## src/rtl/x_ddr_out_sched_pkg.sv

```systemverilog
// Shared types for the DDR output scheduler: FSM states, source id, beat-counter sizing.
package x_ddr_out_sched_pkg;

    typedef enum logic [1:0] {
        ST_INITP = 2'd0,
        ST_IDLE  = 2'd1,
        ST_SHIFT = 2'd2
    } state_t;

    typedef logic src_t;

    // Beat counter must index WIDTH/2 pairs; never narrower than one bit.
    function automatic int unsigned beat_w(input int unsigned width);
        int unsigned w;
        w = $clog2(width / 2);
        return (w < 1) ? 1 : w;
    endfunction

endpackage

```

## src/rtl/x_rr_arb2.sv

```systemverilog
// Two-way round-robin arbiter: combinational grant/ready with a registered last-winner pointer.
module x_rr_arb2
    import x_ddr_out_sched_pkg::*;
(
    input  logic       clk,
    input  logic       rst,
    input  logic       win,
    input  logic [1:0] valid,
    output src_t       grant_c,
    output logic [1:0] ready_c,
    output logic       accept_c
);

    src_t ptr;

    // On contention the source that did not win last time gets the grant.
    always_comb begin
        grant_c  = 1'b0;
        ready_c  = 2'b00;
        accept_c = win & (|valid);
        if (valid == 2'b11) begin
            grant_c = ~ptr;
        end else if (valid[1]) begin
            grant_c = 1'b1;
        end
        if (accept_c) begin
            ready_c[grant_c] = 1'b1;
        end
    end

    always_ff @(posedge clk) begin
        if (rst) begin
            ptr <= 1'b1;
        end else if (accept_c) begin
            ptr <= grant_c;
        end
    end

endmodule

```

## src/rtl/x_ddr_out_sched.sv

```systemverilog
// Arbitrates two word sources onto one DDR output register, two bits per clock,
// and sequences the register's CLR/PRE after reset.
module x_ddr_out_sched
    import x_ddr_out_sched_pkg::*;
#(
    parameter int unsigned WIDTH    = 8,
    parameter logic        INIT     = 1'b0,
    parameter logic        IDLE_VAL = 1'b0,
    parameter logic        IDLE_CE  = 1'b1
) (
    input  logic             C,
    input  logic             R,
    input  logic             EN,
    input  logic             S0_VALID,
    output logic             S0_READY,
    input  logic [WIDTH-1:0] S0_DATA,
    input  logic             S1_VALID,
    output logic             S1_READY,
    input  logic [WIDTH-1:0] S1_DATA,
    output logic             D0,
    output logic             D1,
    output logic             CE,
    output logic             CLR,
    output logic             PRE,
    output logic             BUSY,
    output logic             GNT
);

    localparam int unsigned       BEAT_W    = beat_w(WIDTH);
    localparam logic [BEAT_W-1:0] BEAT_LAST = BEAT_W'(WIDTH / 2 - 1);

    state_t            state, state_n;
    logic [BEAT_W-1:0] beat, beat_n;
    logic [WIDTH-1:0]  shreg, shreg_n;
    logic              d0_n, d1_n, ce_n, clr_n, pre_n, busy_n, gnt_n;

    logic              win_c;
    logic              accept_c;
    src_t              grant_c;
    logic [1:0]        ready_c;
    logic [WIDTH-1:0]  word_c;

    // New words are taken only when idle or on the final beat, so streams stay gap-free.
    assign win_c = EN & ~R &
                   ((state == ST_IDLE) || ((state == ST_SHIFT) && (beat == BEAT_LAST)));

    x_rr_arb2 u_arb (
        .clk      (C),
        .rst      (R),
        .win      (win_c),
        .valid    ({S1_VALID, S0_VALID}),
        .grant_c  (grant_c),
        .ready_c  (ready_c),
        .accept_c (accept_c)
    );

    assign S0_READY = ready_c[0];
    assign S1_READY = ready_c[1];
    assign word_c   = grant_c ? S1_DATA : S0_DATA;

    // Next state and next registered outputs; outputs describe the state being entered.
    always_comb begin
        state_n = state;
        beat_n  = beat;
        shreg_n = shreg;
        d0_n    = D0;
        d1_n    = D1;
        ce_n    = CE;
        clr_n   = CLR;
        pre_n   = PRE;
        busy_n  = BUSY;
        gnt_n   = GNT;

        unique case (state)
            ST_IDLE, ST_SHIFT: begin
                if (accept_c) begin
                    state_n = ST_SHIFT;
                    beat_n  = '0;
                    shreg_n = word_c >> 2;
                    d0_n    = word_c[0];
                    d1_n    = word_c[1];
                    ce_n    = 1'b1;
                    clr_n   = 1'b0;
                    pre_n   = 1'b0;
                    busy_n  = 1'b1;
                    gnt_n   = grant_c;
                end else if ((state == ST_SHIFT) && (beat != BEAT_LAST)) begin
                    beat_n  = beat + BEAT_W'(1);
                    shreg_n = shreg >> 2;
                    d0_n    = shreg[0];
                    d1_n    = shreg[1];
                end else begin
                    state_n = ST_IDLE;
                    beat_n  = '0;
                    d0_n    = IDLE_VAL;
                    d1_n    = IDLE_VAL;
                    ce_n    = IDLE_CE;
                    clr_n   = 1'b0;
                    pre_n   = 1'b0;
                    busy_n  = 1'b0;
                end
            end
            default: begin
                state_n = ST_IDLE;
                beat_n  = '0;
                d0_n    = IDLE_VAL;
                d1_n    = IDLE_VAL;
                ce_n    = IDLE_CE;
                clr_n   = 1'b0;
                pre_n   = 1'b0;
                busy_n  = 1'b0;
            end
        endcase
    end

    always_ff @(posedge C) begin
        if (R) begin
            state <= ST_INITP;
            beat  <= '0;
            shreg <= '0;
            D0    <= INIT;
            D1    <= INIT;
            CE    <= 1'b0;
            CLR   <= ~INIT;
            PRE   <= INIT;
            BUSY  <= 1'b0;
            GNT   <= 1'b0;
        end else begin
            state <= state_n;
            beat  <= beat_n;
            shreg <= shreg_n;
            D0    <= d0_n;
            D1    <= d1_n;
            CE    <= ce_n;
            CLR   <= clr_n;
            PRE   <= pre_n;
            BUSY  <= busy_n;
            GNT   <= gnt_n;
        end
    end

endmodule

```

## config.mk

```make
export PLATFORM = sky130hd
export DESIGN_NAME = x_ddr_out_sched
export DESIGN_NICKNAME = d
export VERILOG_FILES = /design/src/rtl/x_ddr_out_sched_pkg.sv /design/src/rtl/x_rr_arb2.sv /design/src/rtl/x_ddr_out_sched.sv
export SDC_FILE = /design/constraint.sdc
export NUM_CORES = 1
export LEC_CHECK = 0
export CAP_MARGIN = 5
export CORE_ASPECT_RATIO = 2
export CORE_MARGIN = 2
export CORE_UTILIZATION = 30
export DETAILED_ROUTE_END_ITERATION = 10
export HOLD_SLACK_MARGIN = 0.03
export RECOVER_POWER = 50
export SLEW_MARGIN = 20
export SYNTH_ARGS = -nofsm -noshare
export SYNTH_HDL_FRONTEND = slang
export SYNTH_SLANG_ARGS = --single-unit
```

## constraint.sdc

```tcl
create_clock -name C -period 3.41 [get_ports C]
set_input_delay 0.682 -clock C [delete_from_list [all_inputs] [get_ports C]]
set_output_delay 0.682 -clock C [all_outputs]
set_load 0.02 [all_outputs]
```

After elaboration in Yosys (flattened, before gate mapping)
Cells that the tools add are included.

word-level totals
  flip-flop bits (word level) = 19
  input port bits = 21
  output and inout bits = 9
  logic and storage cells = 61

operators by class
  add/sub/neg operators = 1
  magnitude comparators = 2
  eq/ne operators = 7
  mux-type cells = 22
  bitwise logic cells = 7
  reductions and logical operators = 11

operators with widths
  cell                                                      number
  two-way mux 8 bit                                         3
  two-way mux 1 bit                                         15
  == test 2 bit, second input constant                      3
  two-way mux 2 bit                                         3
  OR reduction 2 bit                                        3
  inequality test 2 bit, second input constant              2
  inverter 1 bit                                            4
  AND reduction 2 bit                                       2
  OR reduction 4 bit                                        1
  bitwise AND 1 bit                                         3
  logical AND 1 bit                                         3
  inequality test 3 bit, second input constant              1
  adder 2 x 1 -> 2 bit, second input constant               1
  == test 2 x 1 -> 1 bit, second input constant             1
  < comparator 1 x 2 -> 1 bit, second input constant        1
  nonzero test 2 bit                                        1
  demux 1 bit (select 1 bit)                                1
  greater-or-equal comparator 1 bit, second input constant  1
  logical OR 1 bit                                          1

Depth between registers and ports, before layout
Gate-level depths: netlist (run 1).

  word-level depth = 7
  depth in mapped cells = 7
  mapped depth without buffers = 6

Modules after synthesis
From an unflattened synthesis (run 1), not the netlist that was laid out.

unflattened totals
  cell total of the unflattened synthesis = 91
  area total of the unflattened synthesis = 868.3 µm²

modules (own cells, without submodules)
  module           times used  cells each  area each (µm²)  seq. area each (µm²)
  x_ddr_out_sched  1           82          795.8            300.3
  x_rr_arb2        1           9           72.6             20.0

Worst setup path after synthesis (run 1)
No wires, ideal clock.

  kind = input to output
  start = input port R
  end = output port S0_READY
  data arrival time = 1.784 ns
  required time = 2.728 ns
  setup slack = 0.944 ns
  stages on the path = 5
  path buffers = 2
  path through = buf_6 nand2b_4 or3_4 buf_6 nor2_1

on the way
  longest elaborated chain between the ends = 5

RTL lines
  item                             RTL line               RTL
  start: declaration               x_ddr_out_sched.sv:12  input logic R,
  inverter 1 bit                   x_ddr_out_sched.sv:44  assign win_c = EN & ~R &
  bitwise AND 1 bit (2 in series)  x_ddr_out_sched.sv:44
  bitwise AND 1 bit                x_rr_arb2.sv:20        accept_c = win & (|valid);
  two-way mux 2 bit                x_rr_arb2.sv:26        if (accept_c) begin
  end: declaration                 x_ddr_out_sched.sv:15  output logic S0_READY,

No other way between the ends.

Worst setup path after layout (run 1)
  start = input port R
  end = output port S1_READY

on the way
  longest elaborated chain between the ends = 5

RTL lines
  item                             RTL line               RTL
  inverter 1 bit                   x_ddr_out_sched.sv:44
  bitwise AND 1 bit (2 in series)  x_ddr_out_sched.sv:44
  bitwise AND 1 bit                x_rr_arb2.sv:20
  two-way mux 2 bit                x_rr_arb2.sv:26
  end: declaration                 x_ddr_out_sched.sv:18  output logic S1_READY,

No other way between the ends.

==> results.rst, run 1 <==
.. list-table::
   :header-rows: 1

   * - Metric
     - Value
   * - Status
     - finished, final reports clean
   * - Largest fanout of any net on the critical path
     - 4
   * - Final setup viols
     - 0
   * - Final net count
     - 140
   * - Boundary Pins
     - 30
   * - Routed Antenna Nets
     - 0
   * - Number of iterations in the first detailed-routing pass
     - 4
   * - Req. time, crit path
     - about 2.7 ns
   * - Crit path buf inv count
     - 2
   * - Post-route total power
     - about 0.42 mW
   * - Global router's overall resource usage
     - 0.139
   * - Number of buffers created by CTS
     - 3
   * - Diode count
     - 0
   * - Tightest Pin Transition
     - around 1.3 ns
   * - Slowest cell on the critical path
     - sky130_fd_sc_hd__clkdlybuf4s50_1
   * - Synth area leaders
     - sky130_fd_sc_hd__dfxtp_1, sky130_fd_sc_hd__mux2_2, sky130_fd_sc_hd__mux2i_1
   * - Area of all placed cells without fillers
     - ~1200 um^2
   * - Slew headroom
     - 0.138
   * - Worst hold path class
     - register to register
   * - Max Clock Skew
     - ~0.0014 ns
   * - Portion of synthesized cell area occupied by the leading cell type
     - 0.383
   * - Metal1 wirelength
     - about 660 um
   * - Maximum VDD drop
     - ~0.00025 V
   * - Met2 layer wire length in the routed design
     - a little over 1 mm
   * - Period minus WS final
     - between 3 and 4 ns
   * - Layout filler cell count
     - between 200 and 300
   * - Width of the chip
     - between 40 and 50 um
   * - Global-route wire length before repair
     - 3.17 mm
   * - Startpoint kind of the worst setup timing path
     - input pin
   * - CTS tree
     - done
   * - Detailed placement HPWL
     - roughly 1.4 mm
   * - Ys Warns
     - 0
   * - Post-synth top area cell
     - sky130_fd_sc_hd__dfxtp_1
   * - Drt via density
     - about 5.0
   * - Final routed wirelength across all metal layers
     - 1.78 mm
   * - Clock slew at reported path FFs
     - around 0.06 ns
   * - Ratio of final minimum period to clock period
     - 0.948
   * - Number of clock sinks
     - 16
   * - Starting Density
     - 0.309
   * - Max-slew violation count
     - 0
   * - Maximum level of the CTS H-tree
     - 1
   * - Via count of the first global-routing pass
     - 697
   * - Synthesized net count
     - approximately 110
   * - Overflow left after global routing
     - 0
   * - Final sum of negative setup slack
     - 0 ns
   * - Avg Cell Area, Syn
     - about 9.6 um^2
   * - Count of unresolved DRC violations after routing
     - 0
   * - Die area
     - between 3000 and 4000 um^2
   * - Violation count after the first detailed-routing iteration
     - 19
   * - RD Place Congestion
     - ~0.74
   * - Post-placement cell area
     - 1120 um^2
   * - WL met3
     - ~80 um
   * - Distinct cells, synth
     - 31
   * - Clock insertion delay at the later pin of the skew report
     - approximately 0.25 ns
   * - Leakage power total
     - 0.458 nW
   * - Power density relative to cell area
     - between 300 and 400 nW/um^2
   * - Total vias in the final route
     - 720
   * - Initial antenna violation count
     - 0
   * - Number of non-filler instances in the completed layout
     - ~140
   * - Critical Path Sink Type
     - primary output
   * - Port-buffer cells
     - 28
   * - Post-CTS Repair Setup Buffers
     - 0
   * - Cell family with most CP delay
     - buffers and inverters
   * - Unrepaired setup endpoints after global routing
     - no
   * - Cells after synthesis
     - 87
   * - CTS Hold Buffers Added
     - 0
   * - Slowest cell delay on critical path
     - around 0.60 ns
   * - Area overhead of the layout relative to synthesis
     - 39.1%
   * - Maximum Capacitance Violations
     - 0
   * - Worst Hold Slack
     - between 0.4 and 0.5 ns
   * - Number of synthesized register bits
     - 16
   * - Number of buffers between clock root and the deepest sink
     - 2
   * - Layout cell share with drive strength beyond 1
     - 0.148
   * - Routed WL per cell
     - between 10 and 15 um
   * - Cell row count
     - 27
   * - Critical Setup Path Class
     - input pin to primary output
   * - Sequential share of the synthesized area
     - 0.383
   * - Number of placed instances with taps included
     - 140
   * - Core Region
     - roughly 2700 um^2
   * - Commonest non-fill, non-tap cells in the layout
     - sky130_fd_sc_hd__clkdlybuf4s50_1, sky130_fd_sc_hd__dfxtp_1, sky130_fd_sc_hd__nor2_1
   * - Arrival @ worst endpoint
     - between 2 and 3 ns
   * - Vertical die dimension
     - ~80 um
   * - Post-synthesis cell area
     - 836 um^2
   * - Pin count of the biggest net entering global routing
     - 18
   * - Cells along the critical path
     - clkdlybuf4s50_1 > nand2b_4 > or3_1 > and2b_1 > clkdlybuf4s50_1
   * - Post-cts resize count
     - 0
   * - Clock tree root driver cell
     - sky130_fd_sc_hd__clkbuf_8
   * - Hold violation total from the final report
     - 0
   * - Highest achievable clock rate
     - 309 MHz
   * - Max Used Layer
     - met4
   * - Commonest non-fill, non-tap cell in the layout
     - sky130_fd_sc_hd__clkdlybuf4s50_1
   * - Most frequent cell on the critical path
     - sky130_fd_sc_hd__clkdlybuf4s50_1
==> registers in the layout (all words and copies together) (netlist names) <==
| signal | flops |
|---|---|
| shreg | 6 |
| beat | 2 |
| GNT | 1 |
| state | 1 |
| D1 | 1 |
| u_arb.ptr | 1 |
| CE | 1 |
| CLR | 1 |
| BUSY | 1 |
| D0 | 1 |
==> cell type report <==
type | count | area, um^2 | area share
tap | 29 | 36.3 | 0.0312
multi-input combinational | 60 | 433 | 0.372
timing repair buffer | 32 | 307 | 0.264
clock buffer | 4 | 55.1 | 0.0474
inverter | 3 | 11.3 | 0.00969
sequential | 16 | 320 | 0.276
==> cell families (layout without fill, tap and decap cells) <==
kind of cell               after synthesis  in the layout  share of synthesized area
and+or+nand+nor                         31             31                      0.229
AOI/OAI and AO/OA                       17             17                      0.154
DFF                                     16             16                      0.383
buffers and inverters                   11             39                     0.0823
muxes                                    8              8                      0.102
adders and majority gates                3              3                     0.0449
other                                    1              1                    0.00449
==> metal layers <==
metal / track usage / up-vias
li1: - / 363
met1: 0.167 / 335
met2: 0.222 / 16
met3: 0.0311 / 6
met4: 0.0581 / 0
met5: 0 / -
==> power by group <==
part           total (mW)  switching, mW  internal, mW
Sequential          0.194        0.00234         0.192
Clock               0.167         0.0648         0.102
Combinational      0.0635         0.0252        0.0382
Total               0.425         0.0924         0.333
==> stage by stage <==
stage          setup slack [ns]  utilization
3_5_place_dp              0.205        0.416
4_1_cts                   0.201        0.437
2_1_floorplan             0.944            -
5_1_grt                   0.118        0.430
3_3_place_gp              0.223        0.416
6_report                  0.178        0.430
==> synth_stat cells <==
cell type and number:
sky130_fd_sc_hd__clkbuf_1 3, sky130_fd_sc_hd__dfxtp_1 16, sky130_fd_sc_hd__a211oi_2 1, sky130_fd_sc_hd__mux2i_1 4
sky130_fd_sc_hd__nor3_1 8, sky130_fd_sc_hd__nand2_1 4, sky130_fd_sc_hd__and2b_1 1, sky130_fd_sc_hd__o22a_1 4
sky130_fd_sc_hd__nand2b_4 1, sky130_fd_sc_hd__buf_2 1, sky130_fd_sc_hd__nor3b_1 2, sky130_fd_sc_hd__a21oi_1 4
sky130_fd_sc_hd__nor4_4 1, sky130_fd_sc_hd__inv_1 3, sky130_fd_sc_hd__a31oi_1 1, sky130_fd_sc_hd__nand3b_1 2
sky130_fd_sc_hd__mux2_2 4, sky130_fd_sc_hd__ha_1 3, sky130_fd_sc_hd__a32oi_1 2, sky130_fd_sc_hd__a211o_1 1
sky130_fd_sc_hd__o21ai_0 1, sky130_fd_sc_hd__nor2_1 9, sky130_fd_sc_hd__a21boi_0 1, sky130_fd_sc_hd__buf_6 3
sky130_fd_sc_hd__or3b_2 1, sky130_fd_sc_hd__buf_4 1, sky130_fd_sc_hd__or3_4 1, sky130_fd_sc_hd__a211oi_1 1
sky130_fd_sc_hd__conb_1 1, sky130_fd_sc_hd__a31o_2 1, sky130_fd_sc_hd__nor3_2 1
==> path summary, 6_finish.rpt <==
check        startpoint  endpoint  slack [ns]  cells past startpoint
max                   R  S1_READY        0.18                      5
min             beat[0]   beat[0]        0.43                      1
max reg2reg        BUSY      BUSY        1.09                      5
min reg2reg     beat[0]   beat[0]        0.43                      1
No activity file was read; power rests on OpenSTA's default activity.
==> run 2, diff against run 1 <==
--- a/config.mk
+++ b/config.mk
@@ -6,11 +6,11 @@
 export NUM_CORES = 1
 export LEC_CHECK = 0
 export CAP_MARGIN = 5
-export CORE_ASPECT_RATIO = 2
 export CORE_MARGIN = 2
-export CORE_UTILIZATION = 30
+export CORE_UTILIZATION = 35
 export DETAILED_ROUTE_END_ITERATION = 10
 export HOLD_SLACK_MARGIN = 0.03
+export PLACE_DENSITY = 0.65
 export RECOVER_POWER = 50
 export SLEW_MARGIN = 20
 export SYNTH_ARGS = -nofsm -noshare
==> run 2 against run 1 <==
Net effect:
- register-to-register slack worse by 0.04 ns
- critical path depth unchanged
- largest power group unchanged
- final cell count decreased by 1.4%
- non-clock buffer count is the same
==> results.rst, run 2 (synthesized netlist as in run 1, its figures left out) <==
.. list-table::
   :header-rows: 1

   * - Metric
     - Value
   * - Status
     - finished, final reports clean (unchanged)
   * - Post-cts resize count
     - 0 (unchanged)
   * - Area of all placed cells without fillers
     - 1120 um^2 (was 1160 um^2)
   * - Number of clock sinks
     - 16 (unchanged)
   * - Startpoint kind of the worst setup timing path
     - input pin (unchanged)
   * - Period minus WS final
     - 3.25 ns (was 3.23 ns)
   * - Post-CTS Repair Setup Buffers
     - 0 (unchanged)
   * - Maximum VDD drop
     - 0.000266 V (was 0.000251 V)
   * - Power density relative to cell area
     - 315 nW/um^2 (was 366 nW/um^2)
   * - Clock tree root driver cell
     - sky130_fd_sc_hd__clkbuf_4 (was sky130_fd_sc_hd__clkbuf_8)
   * - Port-buffer cells
     - 28 (unchanged)
   * - Count of unresolved DRC violations after routing
     - 0 (unchanged)
   * - Maximum level of the CTS H-tree
     - 1 (unchanged)
   * - Area overhead of the layout relative to synthesis
     - 34.6% (was 39.1%)
   * - Commonest non-fill, non-tap cell in the layout
     - sky130_fd_sc_hd__clkdlybuf4s50_1 (unchanged)
   * - Violation count after the first detailed-routing iteration
     - 4 (was 19)
   * - Final net count
     - 140 (unchanged)
   * - Portion of total power attributed to the clock network
     - 0.272 (was 0.394)
   * - Total vias in the final route
     - 711 (was 720)
   * - Number of flip-flops under the largest register name
     - 6 (unchanged)
   * - Max-slew violation count
     - 0 (unchanged)
   * - Unrepaired setup endpoints after global routing
     - no (unchanged)
   * - Arrival @ worst endpoint
     - 2.57 ns (was 2.55 ns)
   * - Max Clock Skew
     - 0.00343 ns (was 0.00142 ns)
   * - Boundary Pins
     - 30 (unchanged)
   * - Tightest Pin Transition
     - 1.29 ns (was 1.28 ns)
   * - Clock insertion delay at the later pin of the skew report
     - 0.28 ns (was 0.25 ns)
   * - RD Place Congestion
     - 0.752 (was 0.740)
   * - Number of buffers between clock root and the deepest sink
     - 2 (unchanged)
   * - Global router's overall resource usage
     - 0.133 (was 0.139)
   * - Critical Path Sink Type
     - primary output (unchanged)
   * - CTS tree
     - done (unchanged)
   * - Maximum Capacitance Violations
     - 0 (unchanged)
   * - Ratio of final minimum period to clock period
     - 0.953 (was 0.948)
   * - Diode count
     - 0 (unchanged)
   * - Starting Density
     - 0.374 (was 0.309)
   * - Internal power of the cells
     - 0.271 mW (was 0.333 mW)
   * - Routed Antenna Nets
     - 0 (unchanged)
   * - Req. time, crit path
     - 2.73 ns (about the same)
   * - Via count of the first global-routing pass
     - 645 (was 697)
   * - Worst hold path class
     - register to register (unchanged)
   * - End-of-flow core utilization
     - 0.504 (was 0.430)
   * - Final setup viols
     - 0 (unchanged)
   * - Leakage power total
     - 0.439 nW (was 0.458 nW)
   * - Cell row count
     - 17 (was 27)
   * - Gate power share
     - 0.180 (was 0.149)
   * - Routed WL per cell
     - 11.8 um (was 12.4 um)
   * - Global-route wire length before repair
     - 2.67 mm (was 3.17 mm)
   * - Largest fanout of any net on the critical path
     - 6 (was 4)
   * - Critical Setup Path Class
     - input pin to primary output (unchanged)
   * - Number of iterations in the first detailed-routing pass
     - 4 (unchanged)
   * - Post-placement cell area
     - 1120 um^2 (about the same)
   * - Core Region
     - 2230 um^2 (was 2700 um^2)
   * - Hold violation total from the final report
     - 0 (unchanged)
   * - Highest achievable clock rate
     - 308 MHz (was 309 MHz)
   * - Pin count of the biggest net entering global routing
     - 18 (unchanged)
   * - Detailed placement HPWL
     - 1.27 mm (was 1.42 mm)
   * - Clock slew at reported path FFs
     - 0.09 ns (was 0.06 ns)
   * - Vertical die dimension
     - 52.9 um (was 78.6 um)
   * - Most flops, register
     - shreg (unchanged)
   * - CTS Hold Buffers Added
     - 0 (unchanged)
   * - NetSw
     - 0.0827 mW (was 0.0924 mW)
   * - Share of total power consumed by net switching
     - 0.234 (was 0.217)
   * - Layout cell share with drive strength beyond 1
     - 0.132 (was 0.148)
   * - Width of the chip
     - 52.9 um (was 41.3 um)
   * - Number of buffers created by CTS
     - 3 (unchanged)
   * - Initial antenna violation count
     - 0 (unchanged)
   * - Slew headroom
     - 0.130 (was 0.138)
   * - Die area
     - 2790 um^2 (was 3250 um^2)
   * - Post-route total power
     - 0.354 mW (was 0.425 mW)
   * - Commonest non-fill, non-tap cells in the layout
     - sky130_fd_sc_hd__clkdlybuf4s50_1, sky130_fd_sc_hd__dfxtp_1, sky130_fd_sc_hd__nor2_1 (unchanged)
   * - Sequential fraction of design power
     - 0.548 (was 0.457)
   * - Drt via density
     - 5.01 (was 5.00)
   * - Final sum of negative setup slack
     - 0 ns (unchanged)
   * - Regs by FF count
     - shreg x6, beat x2 (unchanged)
   * - Final routed wirelength across all metal layers
     - 1.67 mm (was 1.78 mm)
   * - Overflow left after global routing
     - 0 (unchanged)
==> run 2: changes by cell type in the layout (fill, tap and decap cells not counted), sizes merged <==
cell,previous run,this run
dlygate4sd3,7,6
clkdlybuf4s50,21,22
buf,3,2
==> run 2: per-layer routing <==
| metal | GRT usage | part of all wire | routed length [um] |
|---|---|---|---|
| met5 | 0 | 0 | 0 |
| met4 | 0.0513 | 0.0096 | 16 |
| met2 | 0.223 | 0.46 | 763 |
| met1 | 0.147 | 0.46 | 772 |
| met3 | 0.0593 | 0.071 | 119 |
==> run 2: power groups by stage <==
stage	clock network, mW	registers [mW]	logic [mW]
after global routing	0.109	0.194	0.0694
final	0.0963	0.194	0.0636
after global placement	0	0.198	0.0661
after floorplan	0	0.200	0.0342
after CTS	0.101	0.194	0.0672
after detailed placement	0	0.198	0.0669
==> run 2: path summary, 6_finish.rpt <==
check | slack, ns | startpoint | cells past startpoint | endpoint
max | 0.16 | R | 5 | S1_READY
min | 0.43 | beat[0] | 1 | beat[0]
min reg2reg | 0.43 | beat[0] | 1 | beat[0]
max reg2reg | 1.05 | BUSY | 5 | BUSY
==> run 2: area by class of cell <==
type / count / area (um^2)
inverters: 3 / 11.3
well taps: 28 / 35.0
fillers: 227 / 1110
clock buffers: 3 / 22.5
multi-input cells: 60 / 433
flip-flops and latches: 16 / 320
repair buffers: 32 / 303
==> run 2: critical path: stages <==
cell	delay [ns]
sky130_fd_sc_hd__clkdlybuf4s50_1	0.43
sky130_fd_sc_hd__nand2b_4	0.16
sky130_fd_sc_hd__or3_1	0.45
sky130_fd_sc_hd__and2b_1	0.24
sky130_fd_sc_hd__clkdlybuf4s50_1	0.60
==> run 2: per-stage QoR <==
| step | cells | hold slack, ns | worst slack, ns |
|---|---|---|---|
| 6_report | 142 | 0.430 | 0.159 |
| 4_1_cts | 142 | 0.437 | 0.187 |
| 3_3_place_gp | 139 | 0.415 | 0.216 |
| 2_1_floorplan | 87 | 0.403 | 0.944 |
| 5_1_grt | 142 | 0.462 | 0.0826 |
| 3_5_place_dp | 139 | 0.424 | 0.185 |
